**config.mk**
```make
export PLATFORM = sky130hd
export DESIGN_NAME = tristate_bus_arbiter
export DESIGN_NICKNAME = d
export VERILOG_FILES = /design/src/rtl/tristate_arb_pkg.sv /design/src/rtl/rr_pick.sv /design/src/rtl/tristate_bus_arbiter.sv
export SDC_FILE = /design/constraint.sdc
export NUM_CORES = 1
export LEC_CHECK = 0
export ABC_AREA = 1
export CORE_AREA = 10 10 62 64
export CTS_BUF_LIST = sky130_fd_sc_hd__clkbuf_2 sky130_fd_sc_hd__clkbuf_4 sky130_fd_sc_hd__clkbuf_8
export CTS_CLUSTER_SIZE = 14
export DETAILED_ROUTE_END_ITERATION = 10
export DIE_AREA = 0 0 72 74
export GPL_TIMING_DRIVEN = 0
export HOLD_SLACK_MARGIN = 0.06
export SYNTH_ARGS = -nofsm -noshare
export SYNTH_HDL_FRONTEND = slang
export SYNTH_HIERARCHICAL = 1
export SYNTH_SLANG_ARGS = --single-unit
```
**constraint.sdc**
```tcl
create_clock -name clk -period 3.6 [get_ports clk]
set_input_delay 0.72 -clock clk [delete_from_list [all_inputs] [get_ports clk]]
set_output_delay 0.72 -clock clk [all_outputs]
set_load 0.1 [all_outputs]
```
**src/rtl/tristate_arb_pkg.sv**
```systemverilog
// Shared state encoding and default parameter values for tristate_bus_arbiter.
package tristate_arb_pkg;

    typedef enum logic [1:0] {
        IDLE = 2'd0,
        OWN  = 2'd1,
        TURN = 2'd2
    } arb_state_t;

    localparam int DEFAULT_N           = 4;
    localparam int DEFAULT_TURN_CYCLES = 1;
    localparam int DEFAULT_MAX_HOLD    = 8;

endpackage

```
**src/rtl/rr_pick.sv**
```systemverilog
// Combinational round-robin picker: first set req bit searching from last+1 (mod N).
module rr_pick #(
    parameter int N = 4
) (
    input  logic [N-1:0]         req,
    input  logic [$clog2(N)-1:0] last,
    output logic                 valid,
    output logic [$clog2(N)-1:0] index,
    output logic [N-1:0]         onehot
);

    localparam int IW = $clog2(N);

    int   cand_s;
    logic hit_s;

    // Walk the requesters in rotated order; the first hit latches index
    always_comb begin
        valid  = 1'b0;
        index  = {IW{1'b0}};
        cand_s = 0;
        hit_s  = 1'b0;
        for (int i = 1; i <= N; i++) begin
            cand_s = (int'(last) + i >= N) ? (int'(last) + i - N) : (int'(last) + i);
            hit_s  = req[IW'(cand_s)] && !valid;
            index  = hit_s ? IW'(cand_s) : index;
            valid  = valid | req[IW'(cand_s)];
        end
        onehot        = {N{1'b0}};
        onehot[index] = valid;
    end

endmodule

```
**src/rtl/tristate_bus_arbiter.sv**
```systemverilog
// Round-robin owner arbiter for a shared tristate bus with idle turnaround between owners.
// Optional owner timeout is compiled in with `define TRISTATE_ARB_TIMEOUT_EN.
module tristate_bus_arbiter
    import tristate_arb_pkg::*;
#(
    parameter int N           = DEFAULT_N,
    parameter int TURN_CYCLES = DEFAULT_TURN_CYCLES,
    parameter int MAX_HOLD    = DEFAULT_MAX_HOLD
) (
    input  logic                 clk,
    input  logic                 reset,
    input  logic [N-1:0]         req,
    output logic [N-1:0]         gnt,
    output logic [N-1:0]         en,
    output logic [$clog2(N)-1:0] owner,
    output logic                 busy
);

    localparam int IW = $clog2(N);
    localparam int TW = (TURN_CYCLES > 1) ? $clog2(TURN_CYCLES) : 1;
    localparam logic [TW-1:0] TURN_LAST = TW'(TURN_CYCLES - 1);

    if (N < 2 || N > 16 || TURN_CYCLES < 1 || MAX_HOLD < 1) begin : g_bad_params
        $error("tristate_bus_arbiter: parameter out of range");
    end

    arb_state_t      state_r, state_nxt_s;
    logic [IW-1:0]   last_r, last_nxt_s;
    logic [TW-1:0]   turn_cnt_r, turn_cnt_nxt_s;
    logic [N-1:0]    gnt_r, gnt_nxt_s;
    logic [IW-1:0]   owner_r, owner_nxt_s;
    logic            busy_r, busy_nxt_s;
    logic            grant_s;
    logic            release_s;
    logic            pick_valid_s;
    logic [IW-1:0]   pick_index_s;
    logic [N-1:0]    pick_onehot_s;

    rr_pick #(.N(N)) u_rr_pick (
        .req    (req),
        .last   (last_r),
        .valid  (pick_valid_s),
        .index  (pick_index_s),
        .onehot (pick_onehot_s)
    );

`ifdef TRISTATE_ARB_TIMEOUT_EN
    localparam int HW = $clog2(MAX_HOLD + 1);
    localparam logic [HW-1:0] HOLD_LIMIT = HW'(MAX_HOLD);

    logic [HW-1:0] hold_cnt_r, hold_cnt_nxt_s;

    assign release_s = !req[owner_r] || (hold_cnt_r == HOLD_LIMIT);

    // Owned-cycle count; a fresh grant is the first owned cycle
    always_comb begin
        if (grant_s) begin
            hold_cnt_nxt_s = HW'(1);
        end else if (state_nxt_s == OWN) begin
            hold_cnt_nxt_s = hold_cnt_r + HW'(1);
        end else begin
            hold_cnt_nxt_s = {HW{1'b0}};
        end
    end

    // Hold counter register
    always_ff @(posedge clk) begin
        if (reset) begin
            hold_cnt_r <= {HW{1'b0}};
        end else begin
            hold_cnt_r <= hold_cnt_nxt_s;
        end
    end
`else
    assign release_s = !req[owner_r];
`endif

    // Next state; grants are only issued from IDLE or at the end of turnaround
    always_comb begin
        state_nxt_s    = state_r;
        grant_s        = 1'b0;
        turn_cnt_nxt_s = {TW{1'b0}};
        case (state_r)
            IDLE: begin
                if (pick_valid_s) begin
                    state_nxt_s = OWN;
                    grant_s     = 1'b1;
                end else begin
                    state_nxt_s = IDLE;
                end
            end
            OWN: begin
                if (release_s) begin
                    state_nxt_s = TURN;
                end else begin
                    state_nxt_s = OWN;
                end
            end
            TURN: begin
                if (turn_cnt_r != TURN_LAST) begin
                    state_nxt_s    = TURN;
                    turn_cnt_nxt_s = turn_cnt_r + TW'(1);
                end else if (pick_valid_s) begin
                    state_nxt_s = OWN;
                    grant_s     = 1'b1;
                end else begin
                    state_nxt_s = IDLE;
                end
            end
            default: begin
                state_nxt_s = IDLE;
            end
        endcase

        last_nxt_s = grant_s ? pick_index_s : last_r;
        if (grant_s) begin
            gnt_nxt_s   = pick_onehot_s;
            owner_nxt_s = pick_index_s;
        end else if (state_nxt_s == OWN) begin
            gnt_nxt_s   = gnt_r;
            owner_nxt_s = owner_r;
        end else begin
            gnt_nxt_s   = {N{1'b0}};
            owner_nxt_s = {IW{1'b0}};
        end
        busy_nxt_s = (state_nxt_s != IDLE);
    end

    // State and registered outputs; reset drops any partial turnaround
    always_ff @(posedge clk) begin
        if (reset) begin
            state_r    <= IDLE;
            last_r     <= IW'(N - 1);
            turn_cnt_r <= {TW{1'b0}};
            gnt_r      <= {N{1'b0}};
            owner_r    <= {IW{1'b0}};
            busy_r     <= 1'b0;
        end else begin
            state_r    <= state_nxt_s;
            last_r     <= last_nxt_s;
            turn_cnt_r <= turn_cnt_nxt_s;
            gnt_r      <= gnt_nxt_s;
            owner_r    <= owner_nxt_s;
            busy_r     <= busy_nxt_s;
        end
    end

    assign gnt   = gnt_r;
    assign en    = gnt_r;
    assign owner = owner_r;
    assign busy  = busy_r;

endmodule

```
Word-level counts from Yosys, hierarchy flattened
Cells that the tools add are included.
- register bits after elaboration: 12
- input bits: 6
- output and inout port bits: 11
- logic and storage cells: 81
- add/sub/neg operators: 9
- $lt $le $gt $ge: 11
- equal/unequal tests: 4
- mux-type cells: 35
- bitwise logic cells: 6
- reduce and logical (&&, ||, !) cells: 10
- operators by type and width (kind ; count):
    2-bit 2-to-1 mux ; 12
    2-bit by 4-bit < comparator with 1-bit output (second input constant) ; 4
    1-bit 2-to-1 mux ; 13
    1-bit binary-select mux with 2-bit select ; 5
    3-bit >= comparator (second input constant) ; 3
    4-bit 2-to-1 mux ; 2
    2-bit by 1-bit subtractor with 2-bit output (second input constant) ; 4
    2-bit by 2-bit adder with 3-bit output (second input constant) ; 2
    2-bit by 3-bit < comparator with 1-bit output (second input constant) ; 2
    2-bit case mux with 3 select lines ; 1
    2-bit by 3-bit adder with 4-bit output (second input constant) ; 1
    4-bit AND ; 1
    2-bit by 1-bit equality test with 1-bit output (second input constant) ; 2
    4-bit by 3-bit >= comparator with 1-bit output (second input constant) ; 1
    1-bit logical AND ; 4
    2-bit by 1-bit adder with 3-bit output (second input constant) ; 1
    1-bit logical NOT ; 3
    1-bit bitwise OR ; 3
    3-bit OR reduction ; 1
    1-bit demux with 2-bit select ; 1
    2-bit equality test (second input constant) ; 1
    2-bit by 1-bit >= comparator with 1-bit output (second input constant) ; 1
    2-bit logical NOT ; 1
    2-bit != test (second input constant) ; 1
    other kinds (4) ; 5

Depth between registers and ports, before layout
- word-level depth: 17
- mapped depth: 15
- depth with buffers taken out: 14

Cells and area by module
Netlist, hierarchy kept.
- modules (own cells, without submodules) (module ; times used ; cells an instance ; area each (sq um) ; sequential area each (sq um)):
    tristate_bus_arbiter ; 1 ; 65 ; 555.5 ; 240.2
    rr_pick ; 1 ; 69 ; 346.6 ; 0.0

Least setup slack after synthesis
Ideal clock, no wire load.
- path type: register to output
- start point: reg gnt_r[0] (netlist: en[0])
- end point: out gnt[0]
- data arrival time: 1.374 ns
- required time: 2.880 ns
- path slack: 1.506 ns
- cell stages (with the launch flop): 2
- buffers on the path: 1
- path through: dfxtp_1 > buf_4
- RTL lines (element ; line ; source):
    start: declaration ; tristate_bus_arbiter.sv:30 ; logic [N-1:0] gnt_r, gnt_nxt_s;
    start signal: assignment ; tristate_bus_arbiter.sv:135 ; gnt_r <= {N{1'b0}};
    start signal: assignment ; tristate_bus_arbiter.sv:142 ; gnt_r <= gnt_nxt_s;
    end: declaration ; tristate_bus_arbiter.sv:13 ; output logic [N-1:0] gnt,
No word-level cell between the ends.

Worst setup path after layout
- start point: reg gnt_r[0] (netlist: en[0])
- end point: out gnt[0]
No word-level cell between the ends.

==> results.md <==
- Status: finished, final reports clean
- Initial antenna violation count: 0
- Hold Fails Final Rpt: 0
- Slowest CP cell: clkdlybuf4s50_1
- Hold crit path type: register to register
- Max_slew headroom: between 30 and 40%
- Setup TNS: 0 ps
- Initial DRC count: 67
- Setup Skew: about 6.3 ps
- Die Wd: approximately 72 um
- Detailed Routing Iterations Pass 1: 4
- H-tree depth: 1
- CTS tree: yes
- F_max: 385 MHz
- FP Rows: 19
- Post-synthesis cell count: 134
- Crit Reg-Reg Startpoint: last_r[0]
- Layout area overhead: 26.1%
- Core area: 0.00266 mm2
- Number of flops mapped to enable cells by yosys: 0
- Number of synthesized register bits: 12
- Hold Path Depth: 2
- # port buffers: 16
- Part of the cycle the worst path needs: between 70 and 80%
- Synth top area share: 26.6%
- Number of routed nets with antenna violations: 0
- Crit path to: gnt[0]
- Worst Path Arrival: between 1500 and 2000 ps
- Top cells by area, synth: dfxtp_1 (27%), nand2_1 (17%), nand2_2 (13%)
- Least-Margin Pin Slew: 978 ps
- Pins Over Slew Limit: 0
- Root buf cell: clkbuf_4
- Synth warnings: 6
- Hpwl dp: about 1700 um
- Top cells by count, synth: nand2_1 (40), nand2_2 (19), dfxtp_1 (12), inv_1 (12), nand3_1 (10)
- Post-synthesis cell type count: 20
- DR vias: 855
- Hold Buf Count CTS: 0
- CP max FO: 3
- Clock sinks: 12
- DRC viols: 0
- R2r setup slk: 2000 ps
- Leading area contributor after synthesis: dfxtp_1
- Global-route usage over all layers: 8.43%
- CTS max path bufs: 2
- MaxCap Viol Count: 0
- Number of nets in the layout: approximately 160
- Grt ovf: 0
- RSZ-0062 raised after global routing: false
- Post-synthesis sequential area ratio: 26.6%
- CP Launch Type: register
- ANT cells: 0
- Post-synth net total: 140
- Average wire per standard cell: 10.8 um
- Total Routed Length: 2000 um
- Die area: 0.00533 mm2
- Slowest cell delay on critical path: about 1100 ps
- Reg2reg end: en[3]
- Fin crit period: 2600 ps
- Initial core utilization: 33.9%
- Largest net degree at the start of global routing: 11
- Crit end category: primary output
- Total CTS buffers: 3
- Syn Area/Cell: 6.73 um2
- Critical path startpoint: en[0]
- CP delay by family, top: buffers and inverters
- Synth Flop Type: dfxtp_1
- Top-count cell post-synth: nand2_1
- Post-CTS Repair Setup Buffers: 0
- Post-cts resize count: 0
- Worst path depth: 2
- Vias in the first global route: 885
- Vias per Instance: around 4.6
- Buf/Inv on CP: 2
- Share of layout cells above drive strength 1: 28.6%
- Depth of the most critical reg-to-reg path: 14
- Post-Syn Area: approximately 900 um2
- Die H: 74 um
- Final setup vio count: 0
- First-pass GRT wire length: 3770 um
- Clk slew on worst S/H paths: 80 ps
- Ports: 17
- Setup CP Type: register to primary output
- Clock Latency Late Sink: 280 ps
- Crit path cell chain: buf_4, clkdlybuf4s50_1
- Async set-reset flop share out of synthesis: 0%
- Placer Congestion: 0.737
- Worst EP required: 2880 ps
-- stage by stage --
stage                     std cells  hold WS (ps)  utilization [%]  setup WS, ps  instance area, um2
final                           185           501             42.7          1000                1140
after global routing            185           557             42.7           929                1140
after CTS                       185           505             42.7           981                1140
after detailed placement        181           490             41.4          1250                1100
after global placement          181           478             41.4          1310                1100
after floorplan                 134           464                -          1510                 902
-- worst register-to-register path, delay by kind of cell (launching register included) --
| kind | cells | cell delay [ps] |
|---|---|---|
| buf+inv | 3 | 270 |
| flops | 1 | 350 |
| simple gates | 10 | 800 |
| compound gates | 1 | 60 |
-- worst min-delay path by stage --
| stage | endpoint | slack, ps | start |
|---|---|---|---|
| after global placement | last_r[0] | 480 | last_r[0] |
| after global routing | en[2] | 560 | en[2] |
| after detailed placement | last_r[0] | 490 | last_r[0] |
| after floorplan | last_r[0] | 460 | last_r[0] |
| after CTS | last_r[0] | 500 | last_r[0] |
| final | last_r[0] | 500 | last_r[0] |
-- placed cells by master, fill, tap and decap left out, drive strengths merged --
cell	instances
buf	5
nand2	59
clkbuf	4
nand4	7
conb	1
a21oi	7
nor2	8
a31oi	1
inv	19
clkdlybuf4s50	16
nand3	15
dfxtp	12
-- cell families after synthesis --
family / after synthesis / share of synthesized area (%)
buffers and inverters: 24 / 13.6
AND/OR/NAND/NOR: 89 / 54.8
AO/OA/AOI/OAI: 8 / 4.58
other: 1 / 0.416
flip-flops: 12 / 26.6
-- flip-flops by register name, summed over array words and instances, names as in the netlist --
name        flops
busy            1
en              4
last_r          2
owner           2
state_r         2
turn_cnt_r      1
-- layer usage --
layer	vias to the layer above	share of wire, %	GRT usage [%]
met5	-	0	0
met1	383	40	8.40
met3	5	2.3	1.99
li1	460	-	-
met4	0	2.3	5.16
met2	7	55	15.6
-- final cells by class --
| cell class | count | area (um2) |
|---|---|---|
| Fill cell | 283 | 1530 |
| Sequential cell | 12 | 240 |
| Inverter | 19 | 81.3 |
| Clock buffer | 4 | 36.3 |
| Tap cell | 31 | 38.8 |
| Buffer | 5 | 41.3 |
| Multi-Input combinational cell | 98 | 539 |
| Timing Repair Buffer | 16 | 160 |
Power is left out: the tool's default activity adds up to more than one toggle a clock period on the data nets, which glitch-free logic cannot reach.
